$ cat src/rtl/serial_adder_ctrl_pkg.sv
// Shared types for the bit-serial adder controller: FSM state encoding and default width.
package serial_adder_ctrl_pkg;

  localparam int SA_DEFAULT_N = 8;

  typedef enum logic [1:0] {
    IDLE = 2'd0,
    RUN  = 2'd1,
    DONE = 2'd2
  } sa_state_t;

endpackage

$ cat src/rtl/serial_adder_ctrl_fa_cell.sv
// One-bit full adder used once per RUN cycle by the serial controller.
module sa_fa_cell (
  input  logic x,
  input  logic y,
  input  logic ci,
  output logic s,
  output logic co
);

  assign s  = x ^ y ^ ci;
  assign co = (x & y) | (ci & (x ^ y));

endmodule

$ cat src/rtl/serial_adder_ctrl.sv
// Bit-serial adder: one bit pair per RUN cycle through a single full-adder cell, LSB first.
// Define SERIAL_ADD_SUB_EN to add the sub port (a - b via inverted b and forced carry-in).
module serial_adder_ctrl
  import serial_adder_ctrl_pkg::*;
#(
  parameter int N = SA_DEFAULT_N
) (
  input  logic         clk,
  input  logic         rst,
  input  logic         start,
  input  logic [N-1:0] a,
  input  logic [N-1:0] b,
  input  logic         cin,
`ifdef SERIAL_ADD_SUB_EN
  input  logic         sub,
`endif
  output logic         busy,
  output logic         done,
  output logic [N-1:0] sum,
  output logic         cout
);

  localparam int CW = $clog2(N) + 1;

  sa_state_t     state, state_nxt;
  logic [N-1:0]  opa, opb, acc, b_in;
  logic [CW-1:0] cnt;
  logic          cy, c_in, fs, fco, last;

`ifdef SERIAL_ADD_SUB_EN
  assign b_in = sub ? ~b : b;
  assign c_in = sub | cin;
`else
  assign b_in = b;
  assign c_in = cin;
`endif

  sa_fa_cell u_fa (.x(opa[0]), .y(opb[0]), .ci(cy), .s(fs), .co(fco));

  assign last = (cnt == CW'(N - 1));

  always_ff @(posedge clk or posedge rst) begin
    if (rst) state <= IDLE;
    else     state <= state_nxt;
  end

  always_comb begin
    state_nxt = state;
    busy      = 1'b0;
    done      = 1'b0;
    unique case (state)
      IDLE: if (start) state_nxt = RUN;
      RUN: begin
        busy = 1'b1;
        if (last) state_nxt = DONE;
      end
      DONE: begin
        done      = 1'b1;
        state_nxt = IDLE;
      end
      default: state_nxt = IDLE;
    endcase
  end

  // Result lands in sum/cout only on the final bit so the outputs stay frozen during RUN.
  always_ff @(posedge clk or posedge rst) begin
    if (rst) begin
      opa  <= '0;
      opb  <= '0;
      acc  <= '0;
      cy   <= 1'b0;
      cnt  <= '0;
      sum  <= '0;
      cout <= 1'b0;
    end else begin
      unique case (state)
        IDLE: if (start) begin
          opa <= a;
          opb <= b_in;
          cy  <= c_in;
          cnt <= '0;
        end
        RUN: begin
          opa <= opa >> 1;
          opb <= opb >> 1;
          cy  <= fco;
          acc <= {fs, acc[N-1:1]};
          if (last) begin
            sum  <= {fs, acc[N-1:1]};
            cout <= fco;
          end else begin
            cnt <= cnt + CW'(1);
          end
        end
        default: ;
      endcase
    end
  end

endmodule
$ cat config.mk
export PLATFORM = sky130hd
export DESIGN_NAME = serial_adder_ctrl
export DESIGN_NICKNAME = d
export VERILOG_FILES = /design/src/rtl/serial_adder_ctrl_pkg.sv /design/src/rtl/serial_adder_ctrl_fa_cell.sv /design/src/rtl/serial_adder_ctrl.sv
export SDC_FILE = /design/constraint.sdc
export NUM_CORES = 1
export LEC_CHECK = 0
export ABC_AREA = 0
export CAP_MARGIN = 10
export CORE_ASPECT_RATIO = 0.7
export CORE_MARGIN = 3
export CORE_UTILIZATION = 40
export DETAILED_ROUTE_END_ITERATION = 16
export PLACE_DENSITY = 0.73
export REMOVE_ABC_BUFFERS = 1
export SKIP_CTS_REPAIR_TIMING = 1
export SLEW_MARGIN = 20
export SYNTH_ARGS = -nofsm -noshare
export SYNTH_HDL_FRONTEND = slang
export SYNTH_SLANG_ARGS = --single-unit
$ cat constraint.sdc
create_clock -name clk -period 3.75 [get_ports clk]
set_input_delay 0.75 -clock clk [delete_from_list [all_inputs] [get_ports clk]]
set_output_delay 0.75 -clock clk [all_outputs]
set_load 0.005 [all_outputs]
==> impl_results.md <==
- CP arrival: 1.94 ns
- Final net count: 208
- Hold Path Class: reg2reg
- Fraction of registers with async set/reset: 100%
- Routed len/inst: 12.9 µm
- CP required: 3.00 ns
- Status: complete, no violations
- Post-layout worst setup margin: 1.06 ns
- Netlist cell types: 30
- Sequential share of the synthesized area: 56.4%
- Synthesis Warnings: 0
- Leakage: 0.978 nW
- Kind of critical path: reg2out
- CP max-delay cell: clkdlybuf4s50_1
- Area Growth Syn to Fin: 25.7%
- Power per cell area: 791 nW/µm²
- Fin. Hold Viols: 0
- Filler Cell Count: 352
- Total CTS buffers: 5
- Post-DP HPWL: 2280 µm
- Gr ovfl total: 0
- Skew-Pair Late Insertion Delay: 0.29 ns
- Layout cells sized above 1: 13.9%
- Main combinational cell family by area after synthesis: multiplexers
- Number of global-route vias before repair: 1173
- Core area: 4040 µm²
- Max Buffers Root-to-Sink: 2
- Antenna violations before repair: 0
- Worst Setup End Kind: output port
- FMAX: 0.372 GHz
- Placer Congestion: 0.784
- Antenna Cells: 0
- Via-to-Cell Ratio: 4.92
- RR Endpoint: sum[6]
- Post-Synth Adder-Cell Area: 1.88%
- Synth Flop Type: dfrtp_1
- Gate Count Post-Synth: 153
- Yosys reg bits: 39
- Power, Total: 1.72 mW
- Wirelength, routed: 3090 µm
- Rows: 19
- Placed instance area: 2060 µm²
- Slew headroom: 52.8%
- Worst-path fanout max: 21
- CTS Sinks: 39
- Simple-gate share of the synthesized area: 14.2%
- Crit path largest cell delay: 0.56 ns
- Post-synth EDFFs: 0
- Area of the multi-input gates: 686 µm²
- Tightest Pin Transition: 0.707 ns
- Setup repair after global routing missed its margin: no
- Remaining DRCs: 0
- CP Buf/Inv Count: 2
- Die ar.: 5160 µm²
- Reg2reg start: state[0]
- Routed vias: 1175
- Yosys top cell area share: 56.4%
- Synth Area in Compound Gates: 8.24%
- Pin count of the biggest net entering global routing: 33
- Startpoint types: register
- Layout Skew: 0.00497 ns
- Number of max-cap violations: 0
- Fraction of the cycle the final worst path needs: 71.7%
- Largest area contributor in the netlist: dfrtp_1
- DR iter-0 viols: 44
- Final TNS setup: 0 ns
- Clock-pin transition on the worst setup and hold timing paths: 0.07 ns
- Top post-synthesis cells by count: 39 x dfrtp_1, 39 x nand2_1, 16 x mux2i_1, 15 x o21ai_0, 9 x mux2_2
- # IOs: 31
- Post-Synth XOR/XNOR Area: 0%
- Top delay family on crit path: buffers and inverters
- Design Area, Final: 2170 µm²
- Hold path startpoint: acc[1]
- H-tree levels: 2
- R2R setup slack: 2.11 ns
- Port bufs: 30
- Min Tclk post-route: 2.69 ns
- Die height: 61.0 µm
- Final count of negative-setup-slack endpoints: 0
- Area contributors post-synth: dfrtp_1 56%, mux2i_1 9.3%, nand2_1 8.5%, mux2_2 5.9%, o21ai_0 4.3%
- Syn Area/Cell: 11.3 µm²
- Mux cell area share after synthesis: 15.1%
- CP Cell Sequence: nand2b_4, inv_2, clkdlybuf4s50_1
- Hold Path Depth: 2
- Antenna-violating nets left: 0
- Post-Place Worst Slack: 1.37 ns
- Worst reg2reg path depth: 3
- Drt pass-1 iters: 4
- Slew Viols, Final: 0
- Initial core utilization: 42.8%
- Die X: 84.6 µm
- Reg area: 976 µm²
- Global-route wire length before repair: 5400 µm
- Post-Syn Area: 1730 µm²
- CTS Root Cell: clkbuf_8
- Min-Delay Endpoint: acc[1]
- Peak VDD IR: 0.363 mV
- Global Route Usage Sum: 13.6%
- TritonCTS clock tree: done
## layout make-up
class	count	area share, %
clock buffers	6	3.80
clock inverters	2	1.61
inverters	4	0.690
multi-input cells	104	31.5
flip-flops and latches	39	44.9
well taps	52	2.99
repair buffers	32	14.5
## metal layers
| layer | track usage, % | part of all wire [%] | up-vias |
|---|---|---|---|
| li1 | - | - | 589 |
| met1 | 18.0 | 46 | 549 |
| met2 | 21.2 | 47 | 29 |
| met3 | 4.41 | 5.4 | 8 |
| met4 | 5.87 | 1.6 | 0 |
| met5 | 0 | 0 | - |
## sequential cells by signal, indices dropped and copies added, names as in the netlist
signal / cells
opb: 8
acc: 7
cy: 1
cout: 1
sum: 8
cnt: 4
state: 2
opa: 8
## logic make-up after synthesis
logic type | after synthesis
mux | 25
simple gates | 52
flops | 39
compound gates | 25
buf+inv | 10
fa+ha+maj | 2
## stage by stage
stage                     hold WS (ns)  std cells  util [%]
after floorplan                  0.440        147         -
after global placement           0.458        231      50.9
after detailed placement         0.470        231      50.9
after CTS                        0.485        239      53.8
after global routing             0.509        239      53.8
final                            0.484        239      53.8
## power by group
part	internal, mW	total, mW	switching, mW
clock network	0.215	0.358	0.143
logic	0.334	0.628	0.294
registers	0.609	0.734	0.125
## layout by cell type, fill, tap and decap left out, drive strengths merged, types with 2 or more instances in the layout
cell type,synthesis,layout
a21oi,2,2
inv,4,4
o21ai,18,18
clkbuf,1,6
buf,5,2
and2b,3,3
mux2i,16,16
nor2b,3,3
clkdlybuf4s50,0,30
dfrtp,39,39
nand3,2,2
mux2,9,9
nand2,39,39
## worst max-delay path by stage
stage | from | end | cells past startpoint
6_report | state[0] | busy | 3
5_1_grt | state[0] | busy | 3
4_1_cts | state[0] | busy | 3
3_5_place_dp | state[0] | busy | 3
3_3_place_gp | state[0] | busy | 3
2_1_floorplan | start | cnt[1] | 3
## worst reg2reg max path: stages, from the launching register on
cell and delay, ns:
dfrtp_1 0.52, nand2b_4 0.26, nor2_4 0.37, mux2_2 0.38
No activity file was read; power rests on OpenSTA's default activity.
